===== src/rtl/ps2_scan_controller_if.sv =====
// Key-event handshake between the PS/2 receiver (master) and its consumer (slave).
interface ps2_scan_controller_if;
    logic       event_valid;
    logic       event_ready;
    logic [7:0] event_code;
    logic       event_break;
    logic       event_extended;

    modport master (
        output event_valid,
        output event_code,
        output event_break,
        output event_extended,
        input  event_ready
    );

    modport slave (
        input  event_valid,
        input  event_code,
        input  event_break,
        input  event_extended,
        output event_ready
    );
endinterface


===== src/rtl/ps2_scan_controller.sv =====
// PS/2 keyboard receiver: sync/filter, 11-bit framing, E0/F0 prefix folding, event FIFO.
// Define PS2_TIMEOUT_EN to abort partial frames after TIMEOUT_CYCLES without a bit strobe.
module ps2_scan_controller #(
    parameter int SYNC_STAGES    = 2,
    parameter int FILTER_LEN     = 4,
    parameter int FIFO_DEPTH     = 4
`ifdef PS2_TIMEOUT_EN
    , parameter int TIMEOUT_CYCLES = 50000
`endif
) (
    input  logic                         clock,
    input  logic                         reset,
    input  logic                         ps2_clk,
    input  logic                         ps2_data,
    ps2_scan_controller_if.master        evt,
    output logic                         overflow,
    output logic                         frame_error
);

    localparam int FILT_W = (FILTER_LEN > 1) ? $clog2(FILTER_LEN) : 1;
    localparam int PTR_W  = $clog2(FIFO_DEPTH);

    typedef enum logic [1:0] {IDLE, DATA, PARITY, STOP} state_t;

    logic [SYNC_STAGES-1:0] r_clkSync;
    logic [SYNC_STAGES-1:0] r_dataSync;
    logic [1:0]             r_filt;
    logic [FILT_W-1:0]      r_filtCnt [2];
    logic                   r_clkPrev;
    logic [1:0]             w_syncOut;
    logic                   w_strobe;
    logic                   w_dataBit;

    state_t                 r_state;
    logic [2:0]             r_bitCnt;
    logic [7:0]             r_shift;
    logic                   r_parity;
    logic                   r_byteValid;
    logic                   r_frameError;
    logic                   r_brk;
    logic                   r_ext;

    logic [9:0]             r_mem [FIFO_DEPTH];
    logic [PTR_W-1:0]       r_wrPtr;
    logic [PTR_W-1:0]       r_rdPtr;
    logic [PTR_W:0]         r_count;
    logic                   r_overflow;
    logic                   w_push;
    logic                   w_pop;
    logic                   w_full;
    logic                   w_write;

`ifdef PS2_TIMEOUT_EN
    localparam int WDOG_W = $clog2(TIMEOUT_CYCLES + 1);
    logic [WDOG_W-1:0]      r_wdog;
`endif

    // Index 0 carries the keyboard clock, index 1 the keyboard data.
    assign w_syncOut = {r_dataSync[SYNC_STAGES-1], r_clkSync[SYNC_STAGES-1]};
    assign w_strobe  = r_clkPrev & ~r_filt[0];
    assign w_dataBit = r_filt[1];

    always_ff @(posedge clock or posedge reset) begin
        if (reset) begin
            r_clkSync  <= '1;
            r_dataSync <= '1;
        end else begin
            r_clkSync  <= {r_clkSync[SYNC_STAGES-2:0], ps2_clk};
            r_dataSync <= {r_dataSync[SYNC_STAGES-2:0], ps2_data};
        end
    end

    // A line only flips after FILTER_LEN consecutive disagreeing samples.
    always_ff @(posedge clock or posedge reset) begin
        if (reset) begin
            r_filt       <= 2'b11;
            r_filtCnt[0] <= '0;
            r_filtCnt[1] <= '0;
            r_clkPrev    <= 1'b1;
        end else begin
            r_clkPrev <= r_filt[0];
            for (int i = 0; i < 2; i++) begin
                if (w_syncOut[i] == r_filt[i]) begin
                    r_filtCnt[i] <= '0;
                end else if (r_filtCnt[i] == FILT_W'(FILTER_LEN - 1)) begin
                    r_filt[i]    <= w_syncOut[i];
                    r_filtCnt[i] <= '0;
                end else begin
                    r_filtCnt[i] <= r_filtCnt[i] + 1'b1;
                end
            end
        end
    end

    always_ff @(posedge clock or posedge reset) begin
        if (reset) begin
            r_state      <= IDLE;
            r_bitCnt     <= '0;
            r_shift      <= '0;
            r_parity     <= 1'b0;
            r_byteValid  <= 1'b0;
            r_frameError <= 1'b0;
`ifdef PS2_TIMEOUT_EN
            r_wdog       <= '0;
`endif
        end else begin
            r_byteValid  <= 1'b0;
            r_frameError <= 1'b0;
`ifdef PS2_TIMEOUT_EN
            if (w_strobe || r_state == IDLE) r_wdog <= '0;
            else                             r_wdog <= r_wdog + 1'b1;
`endif
            case (r_state)
                IDLE: begin
                    if (w_strobe && !w_dataBit) begin
                        r_state  <= DATA;
                        r_bitCnt <= '0;
                    end
                end
                DATA: begin
                    if (w_strobe) begin
                        r_shift  <= {w_dataBit, r_shift[7:1]};
                        r_bitCnt <= r_bitCnt + 1'b1;
                        if (r_bitCnt == 3'd7) r_state <= PARITY;
                    end
                end
                PARITY: begin
                    if (w_strobe) begin
                        r_parity <= w_dataBit;
                        r_state  <= STOP;
                    end
                end
                STOP: begin
                    if (w_strobe) begin
                        if (w_dataBit && (^{r_shift, r_parity})) r_byteValid  <= 1'b1;
                        else                                     r_frameError <= 1'b1;
                        r_state <= IDLE;
                    end
                end
                default: r_state <= IDLE;
            endcase
`ifdef PS2_TIMEOUT_EN
            if (r_state != IDLE && r_wdog == WDOG_W'(TIMEOUT_CYCLES)) begin
                r_state      <= IDLE;
                r_frameError <= 1'b1;
            end
`endif
        end
    end

    // Prefix flags; a discarded frame of any kind drops pending prefixes.
    always_ff @(posedge clock or posedge reset) begin
        if (reset) begin
            r_brk <= 1'b0;
            r_ext <= 1'b0;
        end else if (r_frameError) begin
            r_brk <= 1'b0;
            r_ext <= 1'b0;
        end else if (r_byteValid) begin
            case (r_shift)
                8'hE0:   r_ext <= 1'b1;
                8'hF0:   r_brk <= 1'b1;
                default: begin
                    r_brk <= 1'b0;
                    r_ext <= 1'b0;
                end
            endcase
        end
    end

    assign w_push  = r_byteValid && (r_shift != 8'hE0) && (r_shift != 8'hF0);
    assign w_full  = (r_count == (PTR_W+1)'(FIFO_DEPTH));
    assign w_pop   = (r_count != '0) && evt.event_ready;
    assign w_write = w_push && (!w_full || w_pop);

    always_ff @(posedge clock or posedge reset) begin
        if (reset) begin
            for (int i = 0; i < FIFO_DEPTH; i++) r_mem[i] <= '0;
            r_wrPtr    <= '0;
            r_rdPtr    <= '0;
            r_count    <= '0;
            r_overflow <= 1'b0;
        end else begin
            if (w_write) begin
                r_mem[r_wrPtr] <= {r_shift, r_brk, r_ext};
                r_wrPtr        <= r_wrPtr + 1'b1;
            end
            if (w_pop) r_rdPtr <= r_rdPtr + 1'b1;
            if (w_push && w_full && !w_pop) r_overflow <= 1'b1;
            case ({w_write, w_pop})
                2'b10:   r_count <= r_count + 1'b1;
                2'b01:   r_count <= r_count - 1'b1;
                default: r_count <= r_count;
            endcase
        end
    end

    assign evt.event_valid    = (r_count != '0);
    assign evt.event_code     = r_mem[r_rdPtr][9:2];
    assign evt.event_break    = r_mem[r_rdPtr][1];
    assign evt.event_extended = r_mem[r_rdPtr][0];
    assign overflow           = r_overflow;
    assign frame_error        = r_frameError;

endmodule


===== src/flat_wrapper.sv =====
// flat-port wrapper written by rule: the top's interface ports become plain ports
module ps2_scan_controller_flat 
#(
    parameter int SYNC_STAGES    = 2,
    parameter int FILTER_LEN     = 4,
    parameter int FIFO_DEPTH     = 4

)
  (clock, reset, ps2_clk, ps2_data, overflow, frame_error, evt_event_valid, evt_event_code, evt_event_break, evt_event_extended, evt_event_ready);
  ps2_scan_controller_if evt_i ();
  input  logic clock;
  input  logic reset;
  input  logic ps2_clk;
  input  logic ps2_data;
  output logic overflow;
  output logic frame_error;
  output wire logic [$bits(evt_i.event_valid)-1:0] evt_event_valid;
  output wire logic [$bits(evt_i.event_code)-1:0] evt_event_code;
  output wire logic [$bits(evt_i.event_break)-1:0] evt_event_break;
  output wire logic [$bits(evt_i.event_extended)-1:0] evt_event_extended;
  input wire logic [$bits(evt_i.event_ready)-1:0] evt_event_ready;
  assign evt_event_valid = evt_i.event_valid;
  assign evt_event_code = evt_i.event_code;
  assign evt_event_break = evt_i.event_break;
  assign evt_event_extended = evt_i.event_extended;
  assign evt_i.event_ready = evt_event_ready;
  ps2_scan_controller #(.SYNC_STAGES(SYNC_STAGES), .FILTER_LEN(FILTER_LEN), .FIFO_DEPTH(FIFO_DEPTH)) u_core (.clock(clock), .reset(reset), .ps2_clk(ps2_clk), .ps2_data(ps2_data), .evt(evt_i), .overflow(overflow), .frame_error(frame_error));
endmodule

===== config.mk =====
export PLATFORM = sky130hd
export DESIGN_NAME = ps2_scan_controller_flat
export DESIGN_NICKNAME = d
export VERILOG_FILES = /design/src/rtl/ps2_scan_controller_if.sv /design/src/rtl/ps2_scan_controller.sv /design/src/flat_wrapper.sv
export SDC_FILE = /design/constraint.sdc
export NUM_CORES = 1
export LEC_CHECK = 0
export ABC_AREA = 1
export ABC_CLOCK_PERIOD_IN_PS = 3300
export CELL_PAD_IN_SITES_DETAIL_PLACEMENT = 0
export CELL_PAD_IN_SITES_GLOBAL_PLACEMENT = 1
export CORE_UTILIZATION = 40
export CTS_CLUSTER_SIZE = 28
export DETAILED_ROUTE_END_ITERATION = 6
export GPL_TIMING_DRIVEN = 0
export MAX_ROUTING_LAYER = met4
export PLACE_DENSITY = 0.69
export SETUP_SLACK_MARGIN = 0.2
export SLEW_MARGIN = 10
export SYNTH_ARGS = -nofsm -noshare
export SYNTH_HDL_FRONTEND = slang
export SYNTH_SLANG_ARGS = --single-unit

===== constraint.sdc =====
create_clock -name clock -period 3.3 [get_ports clock]
set_input_delay 0.66 -clock clock [delete_from_list [all_inputs] [get_ports clock]]
set_output_delay 0.66 -clock clock [all_outputs]
set_load 0.1 [all_outputs]

# Word level (Yosys, flattened, before mapping)
# Cells that the tools add are included.
[op_classes] n_addsub=7 eq_ne=22 n_mul=0 n_mux=32 div_mod_pow=0 shift=0 bitwise=6 magnitude_cmp=3 n_reduce_logical=27
[op_table] op="$bwmux 40" n=1
[op_table] op="$mux 10" n=3
[op_table] op="$bmux 10 s2" n=1
[op_table] op="$demux 10 s2" n=1
[op_table] op="$mux 2" n=9
[op_table] op="$eq 8x8->1 const B" n=2
[op_table] op="$ne 8x8->1 const B" n=2
[op_table] op="$ne 2x1->1 const B" n=7
[op_table] op="$pmux 3 s2" n=2
[op_table] op="$reduce_and 2->1" n=6
[op_table] op="$eq 2x2->1 const B" n=5
[op_table] op="$mux 1" n=10
[op_table] op="$logic_and 1x1->1" n=9
[op_table] op="$reduce_xor 9->1" n=1
[op_table] op="$add 2x1->2 const B" n=4
[op_table] op="$pmux 2 s4" n=1
[op_table] op="$add 3x1->3 const B" n=2
[op_table] op="$eq 3x3->1 const B" n=2
[op_table] op="$ge 3x3->1 const B" n=2
[op_table] op="$mux 3" n=2
[op_table] op="$not 2->3" n=2
[op_table] op="$reduce_bool 2->1" n=3
[op_table] op="$reduce_and 5->1" n=1
[op_table] op="$eq 2x1->1 const B" n=2
[op_table] op="11 further kinds" n=17
[totals] regBits=77 in_bits=5 out_inout_bits=13 mem_count=0 ram_bits=0 wordCells=120 latch_bits=0 romBits=0

# Logic depth before layout (Yosys ltp)
# Gate-level depths: netlist of the first run.
[depth] depth_word=6 depth_mapped=14 mapped_depth_nobuf=13

# Worst setup path after synthesis of the first run
# OpenSTA, ideal clock, no wires.
[synth_timing] kind="flip-flop to output port" start="reg u_core.r_rdPtr[0]" end="out evt_event_break" path_stages_with_launch=5 required_ns=2.640 n_path_buf=1 slack_ns=0.393 arrival_ns=2.247 cell_sequence="dfrtp_1 > inv_1 > clkbuf_1 > o21ai_0 > o22ai_1"
[synth_between] elab_chain_len=4
[synth_lines] element="from (decl)" line_no="ps2_scan_controller.sv:45" text="logic [PTR_W-1:0] r_rdPtr;"
[synth_lines] element="from (signal assigned)" line_no="ps2_scan_controller.sv:188" text="if (w_pop) r_rdPtr <= r_rdPtr + 1'b1;"
[synth_lines] element="$not 2->3 (not written as such)" line_no="ps2_scan_controller.sv:200" text="assign evt.event_break = r_mem[r_rdPtr][1];"
[synth_lines] element="$bmux 10 s2" line_no="ps2_scan_controller.sv:200"
[synth_lines] element="$mux 10 (2 in a row)"
[synth_lines] element="to (decl)" line_no="flat_wrapper.sv:19" text="output wire logic [$bits(evt_i.event_break)-1:0] evt_event_break;"
# No other way between the ends. The select of a mux whose other input is x is not followed.

# Final worst setup path of the first run
[layout_timing] start="reg u_core.r_rdPtr[0]" end="out evt_event_code[4]"
[layout_between] elab_chain_len=4
[layout_lines] element="$not 2->3 (not written as such)" line_no="ps2_scan_controller.sv:199" text="assign evt.event_code = r_mem[r_rdPtr][9:2];"
[layout_lines] element="$bmux 10 s2" line_no="ps2_scan_controller.sv:199"
[layout_lines] element="$mux 10 (not written as such) (2 in a row)" line_no="ps2_scan_controller.sv:199"
[layout_lines] element="to (decl)" line_no="flat_wrapper.sv:18" text="output wire logic [$bits(evt_i.event_code)-1:0] evt_event_code;"
# No other way between the ends. The select of a mux whose other input is x is not followed.

==> PnR_summary.wiki, run 1 <==
{| class="wikitable"
! Metric !! Value
|-
| IR Drop Worst-Case VDD || 478 uV
|-
| Commonest cells post-synth || nand2_1, dfrtp_1, nand4_1, o21ai_0, inv_1
|-
| Final max-slew violation count || 0
|-
| Clock tree root driver cell || clkbuf_8
|-
| Mapped Area || 3710 sq um
|-
| Sequential Area || about 1900 sq um
|-
| Floorplan die area || 9650 sq um
|-
| Width of the die || 98.3 microns
|-
| Most used flip-flop cell after synthesis || dfrtp_1
|-
| Final std cell area, no fill || 4320 sq um
|-
| Hold Crit Start || u_core.r_clkSync[0]$_DFF_PP1_
|-
| Antenna diode count || 0
|-
| Clock latency on the worst-skew pair || 0.36 ns
|-
| Largest net degree at the start of global routing || 56
|-
| Final Worst Setup Slack || 0.326 ns
|-
| Total gr overflow || 0
|-
| Num ports || 18
|-
| Post-DP HPWL || approximately 6300 microns
|-
| Post-detailed-placement cell area || 4040 sq um
|-
| Most area-consuming cells after synthesis || dfrtp_1, nand2_1, nand4_1, o21ai_0, dfstp_2
|-
| Category of the critical setup timing path || flop to output pin
|-
| Cell type contributing the most total cell area after synthesis || dfrtp_1
|-
| Number of maximum-capacitance constraint violations || 0
|-
| Post-synthesis async set-or-reset flop share || 100%
|-
| Routed len/inst || approximately 16 microns
|-
| Buffers on Ports || 17
|-
| R2R Path Start || u_core.r_shift[2]$_DFFE_PP0P_
|-
| Avg Synthesized Cell Area || between 8 and 9 sq um
|-
| Worst hold slack after final layout || 0.359 ns
|-
| Clock tree from TritonCTS || yes
|-
| Clock-pin slew on the worst setup and hold paths || 0.08 ns
|-
| Worst Clk Skew || 0.0155 ns
|-
| Nets || 480
|-
| Crit path capture type || output pin
|-
| Setup Slack @ Placement || 0.150 ns
|-
| Final Power || 4220 uW
|-
| Crit path buffers/inverters || 3
|-
| FF-to-FF path depth || 14
|-
| Ordered cell list for the critical path || inv_1 > clkbuf_1 > o21ai_0 > o22ai_1 > clkdlybuf4s15_2
|-
| Min Tclk post-route || 2.97 ns
|-
| FF-to-FF setup slack || 0.76 ns
|-
| Number of standard cells after synthesis || 432
|-
| Total power density per cell area || 977 nW/um^2
|-
| Clock Sink Count || 77
|-
| Global routing usage summed across all routing layers || 21.7%
|-
| Finished Core Util || 48.8%
|-
| Power dissipated by switching net loads || 2000 uW
|-
| ANT nets after route || 0
|-
| Highest achievable clock rate || 336 MHz
|-
| Area of combinational cells with multiple inputs || 1530 sq um
|-
| Hold Crit Depth || 0
|-
| Core ar. || 8850 sq um
|-
| First-pass iteration count of the detailed router || 7
|-
| Critical path required time || 2.64 ns
|-
| Total of fill cells in the finished design || between 800 and 900
|-
| Synthesis-to-layout area growth || 16.5%
|-
| Leakage component of the power || 0.00216 uW
|-
| Maximum fanout along the worst path || 10
|-
| Switching Share || 47.4%
|-
| Antenna violations before repair || 0
|-
| Proportion of power drawn by flip-flops and latches || 29.6%
|-
| Result of the run || finished, violations left
|-
| Count of synthesis-stage warnings from yosys || 0
|-
| Die Ht || 98.3 microns
|-
| Critical path data arrival time || 2.31 ns
|-
| Destination of the worst hold path || u_core.r_clkSync[1]$_DFF_PP1_
|-
| Effective utilization at floorplan || a little over two fifths
|-
| Sequential element share of the synthesized area || 52.2%
|-
| DRC violation count after routing || 4
|-
| Final Cycle Share || 90.1%
|-
| Vias in the first global route || 3035
|-
| Tightest Pin Transition || 0.965 ns
|-
| Worst min path class || flop to flop
|-
| Failing checks || DRC
|-
| Number of buffers added for setup after CTS || 0
|-
| Part of the power in the clock network || a little under a quarter
|-
| Maximum single-stage delay on the critical path || 0.60 ns
|-
| Final Wtd Congestion || 0.848
|-
| Via density per instance || 5.16
|-
| Number of different library cells in the post-synthesis netlist || 28
|-
| Number of enable flip-flop cells after synthesis || 0
|-
| Drt initial violations || 140
|-
| Unrepaired setup endpoints after global routing || no
|-
| Register bit count reported by yosys || 77
|-
| Final hold vios || 0
|-
| Cell with the most instances after synthesis || nand2_1
|-
| Synthesized net count || 451
|-
| Final setup fails || 0
|-
| Share of post-route cells with drive strength above 1 || a little under an eighth
|-
| Setup crit start kind || flop
|-
| Total number of placement rows || 34
|-
| CTS HTree Levels || 3
|-
| Cell family contributing the most delay on the critical path || buffers and inverters
|-
| Area share of the leading cell type in the synthesized netlist || 47.3%
|-
| Combinational Power Share || 47.8%
|-
| Sum of routed wire length over all layers || 9290 microns
|-
| CP max stage cell || clkdlybuf4s15_2
|-
| Vias after detailed routing || between 2000 and 3000
|-
| First-pass GRT wire length || roughly 15000 microns
|-
| Max-slew headroom || 35.5%
|-
| Worst reg2reg path endpoint || u_core.r_count[2]$_DFFE_PP0P_
|-
| Internal Pwr Total || 2220 uW
|-
| Number of CTS-inserted buffers || 9
|-
| Maximum clock insertion buffer count || 2
|}
==> worst max-delay path by stage <==
| stage | startpoint | end | slack, ns | cells after the start |
|---|---|---|---|---|
| 2_1_floorplan | u_core.r_rdPtr[0]$_DFFE_PP0P_ | evt_event_break | 0.39 | 4 |
| 3_5_place_dp | u_core.r_rdPtr[0]$_DFFE_PP0P_ | evt_event_code[4] | 0.15 | 5 |
| 6_report | u_core.r_rdPtr[0]$_DFFE_PP0P_ | evt_event_code[4] | 0.33 | 5 |
| 3_3_place_gp | reset | u_core.r_filtCnt[0]$_DFF_PP0_ | -0.70 | 2 |
| 4_1_cts | u_core.r_rdPtr[0]$_DFFE_PP0P_ | evt_event_code[4] | 0.35 | 5 |
| 5_1_grt | u_core.r_rdPtr[1]$_DFFE_PP0P_ | evt_event_code[4] | 0.21 | 5 |
==> per-layer routing <==
layer,routed length (microns),up-vias,global-route usage [%]
met4,227,0,9.76
li1,-,1484,-
met1,4470,1417,29.4
met2,4320,48,32.7
met3,279,14,2.86
met5,0,-,-
==> flip-flops by register name, summed over array words and instances, names as in the netlist, 2 cells and up <==
signal	count
u_core.r_state	2
u_core.r_bitCnt	3
u_core.r_rdPtr	2
u_core.r_dataSync	2
u_core.r_wrPtr	2
u_core.r_filt	2
u_core.r_clkSync	2
u_core.r_filtCnt	4
u_core.r_count	3
u_core.r_shift	8
u_core.r_mem	40
==> cells by family (layout without fill, tap and decap cells) <==
family	after synthesis	in the layout	synth area share (%)
multiplexers	1	1	0.304
adder cells (fa/ha/maj)	14	14	4.93
AO/OA/AOI/OAI	55	55	7.90
buffers and inverters	57	91	6.48
AND/OR/NAND/NOR	221	221	26.5
flip-flops	77	77	52.2
XOR/XNOR	7	7	1.65
==> layout by cell type, fill, tap and decap left out, types with 2 or more instances in the layout <==
cell type	instances
nand2_1	135
dfrtp_1	70
nand4_1	41
o21ai_0	37
inv_1	29
nor2_1	27
clkbuf_1	16
ha_1	13
o22ai_1	10
clkbuf_8	10
clkdlybuf4s15_2	10
nand3_1	7
clkdlybuf4s50_1	7
dfstp_2	7
buf_2	6
a21oi_1	6
xor2_1	4
nand3_2	4
bufinv_16	4
xnor2_1	3
buf_4	3
nor3_1	3
inv_2	2
nor2_2	2
==> power by group through the flow <==
stage | Clock (uW) | Combinational, uW | Sequential (uW)
2_1_floorplan | 0 | 1520 | 1270
3_3_place_gp | 0 | 2020 | 1260
3_5_place_dp | 0 | 2050 | 1260
4_1_cts | 968 | 2030 | 1250
5_1_grt | 1010 | 2190 | 1270
6_report | 956 | 2020 | 1250
==> per-stage QoR <==
| step | instances | setup TNS, ns |
|---|---|---|
| after global placement | 557 | -48.67 |
| after global routing | 574 | 0 |
| final | 574 | 0 |
| after floorplan | 432 | 0 |
| after detailed placement | 558 | 0 |
| after CTS | 574 | 0 |
==> what timing repair did <==
action | 4_1_cts | 5_1_grt
resized for setup | 30 | 0
hold buffers | 0 | 0
setup endpoints to repair | 10 | 0
==> final cells by class <==
class / count / area share (%)
Buffer: 25 / 2.78
Clock buffer: 12 / 3.36
Clock inverter: 4 / 2.78
Inverter: 32 / 2.84
Multi-Input combinational cell: 298 / 35.4
Sequential cell: 77 / 44.8
Tap cell: 108 / 3.13
Timing Repair Buffer: 18 / 4.87
(Power assumes the default switching activity.)
==> inputs of run 2 (changes only) <==
- TNS_END_PERCENT: default -> 20
==> run 2 against run 1 <==
The flow still finishes with violations (DRC). Setup slack improved by 0.010 ns. Largest power group unchanged. Highest routed layer unchanged. Final cell count unchanged. Largest cell class unchanged. Critical path depth unchanged.
==> PnR_summary.wiki, run 2 (synthesized netlist as in run 1, its figures left out) <==
{| class="wikitable"
! Metric !! Value
|-
| Internal Pwr Total || 2170 uW (was 2220 uW)
|-
| CP max stage cell || clkdlybuf4s15_2 (unchanged)
|-
| Final max-slew violation count || 0 (unchanged)
|-
| Clock latency on the worst-skew pair || 0.35 ns (was 0.36 ns)
|-
| Reg with most FFs || u_core.r_mem (unchanged)
|-
| Combinational Power Share || 47.2% (was 47.8%)
|-
| Antenna violations before repair || 0 (unchanged)
|-
| First-pass iteration count of the detailed router || 7 (unchanged)
|-
| Final Cycle Share || 89.8% (was 90.1%)
|-
| Number of CTS-inserted buffers || 9 (unchanged)
|-
| Width of the die || 98.3 microns (unchanged)
|-
| Switching Share || 47.9% (was 47.4%)
|-
| Share of post-route cells with drive strength above 1 || 11.6% (unchanged)
|-
| Layout Cells excl Fill || 574 (unchanged)
|-
| Largest net degree at the start of global routing || 56 (unchanged)
|-
| Clock Sink Count || 77 (unchanged)
|-
| Vias in the first global route || 3037 (was 3035)
|-
| Critical path depth in cells || 5 (unchanged)
|-
| CTS HTree Levels || 3 (unchanged)
|-
| Total power density per cell area || 977 nW/um^2 (about the same)
|-
| Total gr overflow || 0 (unchanged)
|-
| Most frequent cells in the layout || nand2_1, dfrtp_1, nand4_1 (unchanged)
|-
| Proportion of power drawn by flip-flops and latches || 29.9% (was 29.6%)
|-
| Total of fill cells in the finished design || 897 (was 891)
|-
| Hold Crit Depth || 0 (unchanged)
|-
| Crit path capture type || output pin (unchanged)
|-
| Power dissipated by switching net loads || 2000 uW (about the same)
|-
| Effective utilization at floorplan || 41.9% (unchanged)
|-
| Clock-pin slew on the worst setup and hold paths || 0.08 ns (about the same)
|-
| Unrepaired setup endpoints after global routing || no (unchanged)
|-
| Clock tree root driver cell || clkbuf_8 (unchanged)
|-
| Final hold vios || 0 (unchanged)
|-
| Number of buffers added for setup after CTS || 0 (unchanged)
|-
| Number of instances in the placed design || 558 (unchanged)
|-
| Worst Clk Skew || 0.0144 ns (was 0.0155 ns)
|-
| Critical path data arrival time || 2.30 ns (was 2.31 ns)
|-
| Vias after detailed routing || 2960 (was 2963)
|-
| Sequential Area || 1940 sq um (unchanged)
|-
| Drt initial violations || 133 (was 140)
|-
| Max-slew headroom || 35.5% (unchanged)
|-
| Worst hold slack after final layout || 0.359 ns (about the same)
|-
| Ordered cell list for the critical path || inv_1 > clkbuf_1 > o21ai_0 > o22ai_1 > clkdlybuf4s15_2 (unchanged)
|-
| ANT nets after route || 0 (unchanged)
|-
| Maximum fanout along the worst path || 10 (unchanged)
|-
| Total number of placement rows || 34 (unchanged)
|-
| Final setup fails || 0 (unchanged)
|-
| IR Drop Worst-Case VDD || 442 uV (was 478 uV)
|-
| Registers with the most flip-flops || u_core.r_mem: 40 flops, u_core.r_shift: 8 flops, u_core.r_filtCnt: 4 flops (unchanged)
|-
| DRC violation count after routing || 4 (unchanged)
|-
| Finished Core Util || 48.2% (was 48.8%)
|-
| Number of maximum-capacitance constraint violations || 0 (unchanged)
|-
| Crit path buffers/inverters || 3 (unchanged)
|-
| First-pass GRT wire length || 15300 microns (about the same)
|-
| FF-to-FF path depth || 14 (unchanged)
|-
| Final std cell area, no fill || 4270 sq um (was 4320 sq um)
|-
| Category of the critical setup timing path || flop to output pin (unchanged)
|-
| Routed len/inst || 16.2 microns (about the same)
|-
| Flip-flop count of the largest register after layout || 40 (unchanged)
|-
| Post-detailed-placement cell area || 4040 sq um (unchanged)
|-
| Via density per instance || 5.16 (about the same)
|-
| Most common cell after layout, fill and taps aside || nand2_1 (unchanged)
|-
| Part of the power in the clock network || 22.8% (was 22.6%)
|-
| Global routing usage summed across all routing layers || 21.8% (was 21.7%)
|-
| Core ar. || 8850 sq um (unchanged)
|-
| Num ports || 18 (unchanged)
|-
| Synthesis-to-layout area growth || 15.2% (was 16.5%)
|-
| Die Ht || 98.3 microns (unchanged)
|-
| Floorplan die area || 9650 sq um (unchanged)
|-
| Sum of routed wire length over all layers || 9310 microns (was 9290 microns)
|-
| Area of combinational cells with multiple inputs || 1530 sq um (unchanged)
|-
| Antenna diode count || 0 (unchanged)
|-
| Post-DP HPWL || 6330 microns (unchanged)
|-
| Nets || 480 (unchanged)
|-
| Maximum single-stage delay on the critical path || 0.60 ns (about the same)
|-
| Tightest Pin Transition || 0.965 ns (unchanged)
|-
| Final Wtd Congestion || 0.848 (unchanged)
|-
| Result of the run || finished, violations left (unchanged)
|-
| Maximum clock insertion buffer count || 2 (unchanged)
|-
| Buffers on Ports || 17 (unchanged)
|-
| Clock tree from TritonCTS || yes (unchanged)
|-
| Highest achievable clock rate || 337 MHz (was 336 MHz)
|-
| Min Tclk post-route || 2.96 ns (was 2.97 ns)
|-
| Critical path required time || 2.64 ns (about the same)
|-
| Failing checks || DRC (unchanged)
|-
| Cell family contributing the most delay on the critical path || buffers and inverters (unchanged)
|-
| Worst min path class || flop to flop (unchanged)
|-
| Leakage component of the power || 0.00217 uW (was 0.00216 uW)
|-
| Setup crit start kind || flop (unchanged)
|}
-- run 2: cell types whose count changed in the layout (fill, tap and decap cells not counted), sizes merged --
cell,change
clkdlybuf4s15,-8
clkbuf,+8
-- run 2: timing repair --
item / in CTS / in global routing
pin swaps: 0 / 0
endpoints found under the setup margin: 10 / 8
endpoints found under the hold margin: 0 / 0
hold buffers: 0 / 0
gates resized for setup: 14 / 16
-- run 2: final cells by class --
type | instances | area share, %
clock inverter | 4 | 2.81
tap | 108 | 3.17
buffer | 25 | 2.81
clock buffer | 12 | 3.40
timing repair buffer | 18 | 3.75
sequential | 77 | 45.3
inverter | 32 | 2.87
multi-input combinational | 298 | 35.8
-- run 2: path summary, 6_finish.rpt --
kind,startpoint,end,slack (ns)
setup / recovery,u_core.r_rdPtr[0]$_DFFE_PP0P_,evt_event_code[4],0.34
hold / removal,u_core.r_clkSync[0]$_DFF_PP1_,u_core.r_clkSync[1]$_DFF_PP1_,0.36
setup reg to reg,u_core.r_shift[2]$_DFFE_PP0P_,u_core.r_count[2]$_DFFE_PP0P_,0.76
hold reg to reg,u_core.r_clkSync[0]$_DFF_PP1_,u_core.r_clkSync[1]$_DFF_PP1_,0.36
max in group asynchronous,reset,u_core.r_filt[1]$_DFFE_PP1P_,2.04
min in group asynchronous,reset,u_core.r_count[0]$_DFFE_PP0P_,0.62
-- run 2: stage by stage --
stage | setup TNS, ns | setup slack (ns) | power, uW
after detailed placement | 0 | 0.150 | 3310
after global routing | 0 | 0.212 | 4430
after floorplan | 0 | 0.393 | 2790
final | 0 | 0.336 | 4170
after CTS | 0 | 0.119 | 4210
after global placement | -48.67 | -0.701 | 3280
-- run 2: power by group through the flow --
stage	Clock [uW]	Combinational [uW]	Sequential [uW]
after floorplan	0	1520	1270
after global placement	0	2020	1260
after detailed placement	0	2050	1260
after CTS	968	2000	1250
after global routing	1010	2140	1270
final	953	1970	1250
-- run 2: worst register-to-register path: cells and delay by family (launching register included) --
family,cells,cell delay [ns]
AO/OA/AOI/OAI,2,0.27
adder cells (fa/ha/maj),2,0.59
flip-flops,1,0.51
XOR/XNOR,1,0.15
AND/OR/NAND/NOR,5,0.55
buffers and inverters,4,0.39
-- run 2: metal layers --
metal / vias up / share of wire, % / GRT usage, %
li1: 1488 / - / -
met1: 1404 / 47 / 29.5
met2: 56 / 47 / 32.7
met3: 12 / 3.8 / 2.86
met4: 0 / 2.0 / 9.76
met5: - / 0 / -
